**src/rtl/cordic_osc_scheduler.sv**
```systemverilog
`default_nettype none
// ============================================================================
//  Module      : cordic_osc_scheduler
//  Description : Round-robin time-sharing of one pipelined sin/cos CORDIC among
//                N_REQ oscillator partials, with a latency-matched tag pipe.
//                Optional statistics counters: define CORDIC_SCHED_STATS_EN.
//  Revision    : 1.0 - initial release
// ============================================================================
module cordic_osc_scheduler #(
    parameter int N_REQ   = 4,
    parameter int LATENCY = 20,
    parameter int ANGLE_W = 14,
    parameter int OUT_W   = 16
) (
    input  logic                       clk,
    input  logic                       rst,
    input  logic                       en,
    input  logic [N_REQ-1:0]           req_valid,
    input  logic [N_REQ*ANGLE_W-1:0]   req_angle,
    output logic [N_REQ-1:0]           req_ready,
    output logic [ANGLE_W-1:0]         cordic_angle,
    output logic                       cordic_angle_valid,
    input  logic [OUT_W-1:0]           cordic_sin,
    input  logic [OUT_W-1:0]           cordic_cos,
    input  logic                       cordic_out_valid,
    output logic                       res_valid,
    output logic [$clog2(N_REQ)-1:0]   res_idx,
    output logic [OUT_W-1:0]           res_sin,
    output logic [OUT_W-1:0]           res_cos,
    output logic                       err
`ifdef CORDIC_SCHED_STATS_EN
   ,output logic [31:0]                stat_issued,
    output logic [31:0]                stat_stall
`endif
);

    localparam int c_IDX_W   = $clog2(N_REQ);
    localparam int c_FLUSH_W = $clog2(LATENCY + 2);
    localparam logic [c_FLUSH_W-1:0] c_FLUSH_INIT = c_FLUSH_W'(LATENCY + 1);

    logic [c_IDX_W-1:0]   r_ptr;
    logic [c_IDX_W-1:0]   r_issue_idx;
    logic [c_FLUSH_W-1:0] r_flush_cnt;
    logic [LATENCY-1:0]   r_tag_v;
    logic [c_IDX_W-1:0]   r_tag_idx [LATENCY];

    logic                 w_flush;
    logic                 w_fire;
    logic [c_IDX_W-1:0]   w_gnt_idx;
    logic [c_IDX_W-1:0]   w_cand;
    logic [N_REQ-1:0]     w_grant;
    int                   w_j;
    logic                 w_tag_v;

    assign w_flush   = (r_flush_cnt != '0);
    assign w_tag_v   = r_tag_v[LATENCY-1];
    assign req_ready = w_grant;

    // First valid requester at or after the round-robin pointer wins.
    always_comb begin
        w_grant   = '0;
        w_gnt_idx = '0;
        w_cand    = '0;
        w_fire    = 1'b0;
        w_j       = 0;
        if (en && !w_flush) begin
            for (int k = 0; k < N_REQ; k++) begin
                w_j = int'(r_ptr) + k;
                if (w_j >= N_REQ) begin
                    w_j = w_j - N_REQ;
                end
                w_cand = c_IDX_W'(w_j);
                if (!w_fire && req_valid[w_cand]) begin
                    w_fire    = 1'b1;
                    w_gnt_idx = w_cand;
                end
            end
        end
        if (w_fire) begin
            w_grant = N_REQ'(1) << w_gnt_idx;
        end
    end

    always_ff @(posedge clk or posedge rst) begin
        if (rst) begin
            r_ptr              <= '0;
            r_issue_idx        <= '0;
            r_flush_cnt        <= c_FLUSH_INIT;
            cordic_angle       <= '0;
            cordic_angle_valid <= 1'b0;
        end else begin
            if (w_flush) begin
                r_flush_cnt <= r_flush_cnt - 1'b1;
            end
            cordic_angle_valid <= w_fire;
            if (w_fire) begin
                cordic_angle <= req_angle[int'(w_gnt_idx)*ANGLE_W +: ANGLE_W];
                r_issue_idx  <= w_gnt_idx;
                r_ptr        <= (w_gnt_idx == c_IDX_W'(N_REQ - 1)) ? '0 : w_gnt_idx + 1'b1;
            end
        end
    end

    // Tag pipe mirrors the core: the last stage lines up with cordic_out_valid.
    always_ff @(posedge clk or posedge rst) begin
        if (rst) begin
            r_tag_v <= '0;
            for (int k = 0; k < LATENCY; k++) begin
                r_tag_idx[k] <= '0;
            end
        end else begin
            r_tag_v      <= {r_tag_v[LATENCY-2:0], cordic_angle_valid};
            r_tag_idx[0] <= r_issue_idx;
            for (int k = 1; k < LATENCY; k++) begin
                r_tag_idx[k] <= r_tag_idx[k-1];
            end
        end
    end

    always_ff @(posedge clk or posedge rst) begin
        if (rst) begin
            res_valid <= 1'b0;
            res_idx   <= '0;
            res_sin   <= '0;
            res_cos   <= '0;
            err       <= 1'b0;
        end else begin
            res_valid <= 1'b0;
            if (!w_flush) begin
                if (w_tag_v && cordic_out_valid) begin
                    res_valid <= 1'b1;
                    res_idx   <= r_tag_idx[LATENCY-1];
                    res_sin   <= cordic_sin;
                    res_cos   <= cordic_cos;
                end else if (w_tag_v != cordic_out_valid) begin
                    err <= 1'b1;
                end
            end
        end
    end

`ifdef CORDIC_SCHED_STATS_EN
    always_ff @(posedge clk or posedge rst) begin
        if (rst) begin
            stat_issued <= '0;
            stat_stall  <= '0;
        end else begin
            if (w_fire) begin
                stat_issued <= stat_issued + 32'd1;
            end
            if ((|req_valid) && !w_fire) begin
                stat_stall <= stat_stall + 32'd1;
            end
        end
    end
`else
    // Statistics counters not built.
`endif

endmodule
`default_nettype wire

```
**config.mk**
```make
export PLATFORM = sky130hd
export DESIGN_NAME = cordic_osc_scheduler
export DESIGN_NICKNAME = d
export VERILOG_FILES = /design/src/rtl/cordic_osc_scheduler.sv
export SDC_FILE = /design/constraint.sdc
export NUM_CORES = 1
export LEC_CHECK = 0
export CAP_MARGIN = 20
export CORE_ASPECT_RATIO = 2
export CORE_MARGIN = 4
export CORE_UTILIZATION = 50
export CTS_BUF_LIST = sky130_fd_sc_hd__clkbuf_8
export DETAILED_ROUTE_END_ITERATION = 7
export PLACE_DENSITY = 0.87
export SLEW_MARGIN = 20
export SYNTH_ARGS = -nofsm -noshare
export SYNTH_HDL_FRONTEND = slang
export SYNTH_SLANG_ARGS = --single-unit
```
**constraint.sdc**
```tcl
create_clock -name clk -period 6.4 [get_ports clk]
set_clock_uncertainty 0.2 [all_clocks]
set_input_delay 1.28 -clock clk [delete_from_list [all_inputs] [get_ports clk]]
set_output_delay 1.28 -clock clk [all_outputs]
set_load 0.02 [all_outputs]
```
# Yosys cells after proc, flatten, opt, wreduce, memory -nomap -nowiden
# Cells that the tools add are included.
[totals] regBits=120 in_bits=96 wordCells=100 out_inout_bits=55
[op_classes] n_addsub=9 n_mux=33 n_bitwise=2 eq_ne=2 shift=2 order_cmp=8 multipliers=1 reduce_logical=12
[op_table] op="$shiftx A56 B7 Y14" n=1
[op_table] op="$mux W2" n=14
[op_table] op="$mux W1" n=14
[op_table] op="$lt A2 B3 Y1 const B" n=4
[op_table] op="$ge A3 B3 Y1 const B" n=3
[op_table] op="$bmux W1 S2" n=4
[op_table] op="$sub A2 B1 Y2 const B" n=4
[op_table] op="$add A2 B2 Y3 const B" n=2
[op_table] op="$logic_and A1 B1 Y1" n=5
[op_table] op="$mul A2 B3 Y5 const B" n=1
[op_table] op="$reduce_bool A5 Y1" n=1
[op_table] op="$sub A5 B1 Y5 const B" n=1
[op_table] op="$logic_not A1 Y1" n=4
[op_table] op="$mux W4" n=1
[op_table] op="$shl A1 B2 Y4 const A" n=1
[op_table] op="$add A2 B1 Y3 const B" n=1
[op_table] op="$ge A2 B3 Y1 const B" n=1
[op_table] op="$reduce_and A3 Y1" n=1
[op_table] op="$add A2 B1 Y2 const B" n=1
[op_table] op="$eq A2 B2 Y1 const B" n=1
[op_table] op="$not A1 Y1" n=2
[op_table] op="$reduce_and A2 Y1" n=1
[op_table] op="$ne A1 B1 Y1" n=1

# Depth between registers and ports, before layout
[logic_depth] word_depth=22 ltp_mapped=8 mapped_depth_nobuf=7

# Worst setup path before layout
# OpenSTA, ideal clock, no wires.
[synth_timing] path_kind="input -> output" startpoint="input req_valid[0]" endpoint="output req_ready[0]" required_ps=4920 arrival_ps=2712 path_slack_ps=2208 stages=7 n_path_buf=2 cell_sequence="or3b_2 buf_2 and3_1 clkbuf_1 nand2_1 ha_1 and2_1"
[synth_between] elab_chain_len=18 word_cells_on_any_way=29 cone_classes="shift: 1; mux: 22; reduce/logical: 6"
[synth_rtl] element="start, declared" line="18" text="input logic [N_REQ-1:0] req_valid,"
[synth_rtl] element="$bmux W1 S2" line="73" text="if (!w_fire && req_valid[w_cand]) begin"
[synth_rtl] element="$mux W1 (implied by the code)" line="73"
[synth_rtl] element="$mux W1" line="73"
[synth_rtl] element="$mux W1" line="66" text="if (en && !w_flush) begin"
[synth_rtl] element="$logic_not A1 Y1" line="73"
[synth_rtl] element="$logic_and A1 B1 Y1" line="73"
[synth_rtl] element="$mux W1" line="73"
[synth_rtl] element="$mux W1" line="66"
[synth_rtl] element="[2 not listed]"
[synth_rtl] element="$mux W1" line="73"
[synth_rtl] element="$mux W1" line="66"
[synth_rtl] element="$logic_not A1 Y1" line="73"
[synth_rtl] element="$logic_and A1 B1 Y1" line="73"
[synth_rtl] element="$mux W2" line="73"
[synth_rtl] element="$mux W2" line="66"
[synth_rtl] element="$shl A1 B2 Y4" line="80" text="w_grant = N_REQ'(1) << w_gnt_idx;"
[synth_rtl] element="$mux W4 (*)" line="79" text="if (w_fire) begin"
[synth_rtl] element="end, declared" line="20" text="output logic [N_REQ-1:0] req_ready,"
# Every way passes the cells marked *; elsewhere a longest branch is shown, timed or not. The select of a mux whose other input is x is not followed.

# Worst setup path in the final report
[layout_timing] startpoint="input req_valid[1]" endpoint="output req_ready[0]"
# The elaborated chain is that of the path after synthesis.

==> impl_metrics.csv <==
group,metric,value,unit
yosys,syn_nets,406,
layout,drive_above_1_share,19.6,%
global_routing,antenna_found_initial,0,
clock_tree,ctsHoldBuffers,0,
die,initial_core_util,51.0,%
yosys,syn_area,0.00438,sq mm
timing,final-setup-viol-count,0,
setup_path,cp.required,4.92,ns
setup_path,path_max_fanout,20,
yosys,postSynthAreaPerCell,14.3,sq um
layout,diodes,0,
timing,rsz0062_at_grt,"no",
timing,period_share,91.3,%
routing,ant_nets,0,
setup_path,startpoint,"req_valid[1]",
yosys,yosys.area.top_type_share,66.9,%
clock_tree,clk_pin_slew,0.07,ns
yosys,ys_types,39,
routing,drc,0,
global_routing,grt_pass1_vias,3373,
placement,dp_hpwl,8.10,mm
clock_tree,cts_tree,"yes",
yosys,ys_ff_latch,120,
setup_path,cp.arrival,4.37,ns
setup_path,reg2reg_to,"r_ptr[1]$_DFFE_PP0P_",
yosys,ys_seq_area_share,68.7,%
power_and_ir_drop,power.leakage,2.71,nW
setup_path,crit_path_end_kind,"output port",
placement,place_congestion,0.895,
die,dieWidth,74.2,um
yosys,yosys_warnings,0,
clock_tree,htree_levels,4,
timing,worst_slew_pin_slew,1.05,ns
setup_path,ff2ff_path_depth,7,
layout,fin_nets,566,
status,status,"finished, final reports clean",
yosys,ys.flop_type,"dfrtp_1",
routing,drtIter0Drc,168,
routing,dr.pass1.iters,4,
yosys,post-synth-top-area-cell,"dfrtp_1",
power_and_ir_drop,p_per_area,357,mW/mm^2
die,die_area,0.0104,sq mm
clock_tree,ctsRootBufferMaster,"clkbuf_8",
die,fp-row-count,48,
die,ioPinCount,151,
timing,fmax,171,MHz
routing,vias_per_cell,5.40,
timing,tns,0,ns
run,maxCapViolCount,0,
setup_path,r2r_start,"r_flush_cnt[1]$_DFFE_PP0P_",
timing,layout_setup_ws,0.555,ns
routing,vias,3125,
timing,hold_violations,0,
clock_tree,numCtsBuffers,17,
worst_hold_path,min_path_type,"flop to flop",
routing,routed_wl,10.7,mm
die,die_y,140,um
layout,area_growth,45.4,%
setup_path,critical_path_class,"input pin to output port",
yosys,synth_edf_count,0,
global_routing,gr-total-overflow,0,
timing,slew_violations,0,
global_routing,grt_max_degree,72,
placement,port_buffers,150,
timing,period_needed,5.85,ns
placement,place_ws,0.641,ns
global_routing,gr-usage-all-layers,22.0,%
setup_path,start_kind,"input pin",
clock_tree,cts_sinks,120,
clock_tree,clk_path_buf_depth,2,
die,core_area,0.00859,sq mm
clock_tree,post_cts_buffers,0,
setup_path,endpoint,"req_ready[0]",
global_routing,grt_pass1_wl,16.7,mm
yosys,yosys-top-cells-area,"dfrtp_1, mux2_2, nor2_1",
clock_tree,worst_skew_pair.late_latency,0.41,ns
routing,wl_per_cell,18.5,um
power_and_ir_drop,ir_drop,0.243,mV
yosys,syn-instance-count,306,
timing,max_slew_margin,29.8,%
clock_tree,cts-resized-gates,0,
yosys,async_reset_ff_share,100,%
setup_path,rrSetupSlack,3.46,ns
layout,post-route-util,74.1,%
-- cells in the final DEF (no fill, tap or decap), types with 2 or more instances in the layout --
cell,n
a211oi_1,12
a21o_1,2
a21oi_1,7
a221o_1,2
a221oi_1,6
a221oi_2,6
and2_1,8
and3_1,3
buf_4,5
clkbuf_8,18
clkdlybuf4s50_1,150
clkinv_4,2
clkinvlp_4,5
dfrtp_1,117
dfstp_2,3
ha_1,4
inv_1,8
inv_6,6
mux2_2,37
nand2_1,12
nand4_1,7
nor2_1,25
nor3_1,2
o21ai_0,9
o221a_2,2
xnor2_1,3
-- synthesized netlist by cell type, types with 2 or more instances --
| cell | instances |
|---|---|
| dfrtp_1 | 117 |
| mux2_2 | 37 |
| nor2_1 | 25 |
| a211oi_1 | 12 |
| nand2_1 | 12 |
| inv_1 | 9 |
| o21ai_0 | 9 |
| and2_1 | 8 |
| clkbuf_1 | 8 |
| a21oi_1 | 7 |
| nand4_1 | 7 |
| a221oi_1 | 6 |
| a221oi_2 | 6 |
| buf_2 | 5 |
| ha_1 | 4 |
| and3_1 | 3 |
| dfstp_2 | 3 |
| xnor2_1 | 3 |
| a21o_1 | 2 |
| a221o_1 | 2 |
| nor3_1 | 2 |
| o221a_2 | 2 |
-- stage by stage --
stage | instances | hold WS (ns) | cell area, sq um | power, mW
after global placement | 547 | 0.135 | 5980 | 1.62
after global routing | 579 | 0.157 | 6370 | 2.39
after floorplan | 306 | 0.131 | 4380 | 1.33
after CTS | 579 | 0.148 | 6370 | 2.30
final | 579 | 0.147 | 6370 | 2.28
after detailed placement | 547 | 0.135 | 5980 | 1.65
-- state kept, by name (all words and copies together), names as in the netlist --
signal,cells
res_idx,2
r_ptr,2
res_sin,16
cordic_angle,14
r_flush_cnt,5
cordic_angle_valid,1
r_tag_v,20
res_valid,1
res_cos,16
err,1
r_tag_idx,40
r_issue_idx,2
-- kinds of logic (layout without fill, tap and decap cells) --
family          Yosys count  in the layout  share of synthesized area [%]
flops                   120            120                           68.7
simple gates             67             67                           8.46
compound gates           51             51                           9.32
mux                      37             37                           9.52
buf+inv                  24            197                           2.29
fa+ha+maj                 4              4                           1.14
xor+xnor                  3              3                          0.600
-- power breakdown --
part	switching (mW)	internal [mW]	total (mW)
clock network	0.313	0.325	0.638
logic	0.327	0.297	0.624
registers	0.0827	0.931	1.01
-- critical path, cell delays in order --
cell and delay, ns:
clkdlybuf4s50_1 0.58, inv_1 0.10, o211ai_1 0.25, buf_4 0.25
and3_1 0.72, nand2_1 0.23, ha_1 0.27, and2_1 0.14
clkdlybuf4s50_1 0.53
-- worst min-delay path by stage --
stage                                 start                      end  slack [ns]  cells past startpoint
finish                r_tag_v[15]$_DFF_PP0_    r_tag_v[16]$_DFF_PP0_        0.15                      0
detailed placement    r_tag_v[15]$_DFF_PP0_    r_tag_v[16]$_DFF_PP0_        0.13                      0
floorplan            r_tag_idx[2]$_DFF_PP0_   r_tag_idx[0]$_DFF_PP0_        0.13                      0
global placement       r_tag_v[0]$_DFF_PP0_     r_tag_v[1]$_DFF_PP0_        0.13                      0
global route        r_tag_idx[35]$_DFF_PP0_  r_tag_idx[33]$_DFF_PP0_        0.16                      0
CTS                   r_tag_v[15]$_DFF_PP0_    r_tag_v[16]$_DFF_PP0_        0.15                      0
-- metal layers --
metal / wire [um] / vias up / global-route usage (%) / part of all wire (%)
li1: - / 1412 / - / -
met1: 3530 / 1483 / 21.6 / 33
met2: 5750 / 199 / 38.9 / 54
met3: 921 / 31 / 7.40 / 8.6
met4: 491 / 0 / 11.7 / 4.6
met5: 0 / - / 0 / 0
-- cell type report --
type                            count  area [sq um]
Tap cell                          100           125
Fill cell                         565          2220
Clock buffer                       18           248
Inverter                           10          40.0
Clock inverter                     14           138
Sequential cell                   120          3010
Multi-Input combinational cell    162          1270
Timing Repair Buffer              155          1540
No activity file was read; power rests on OpenSTA's default activity.
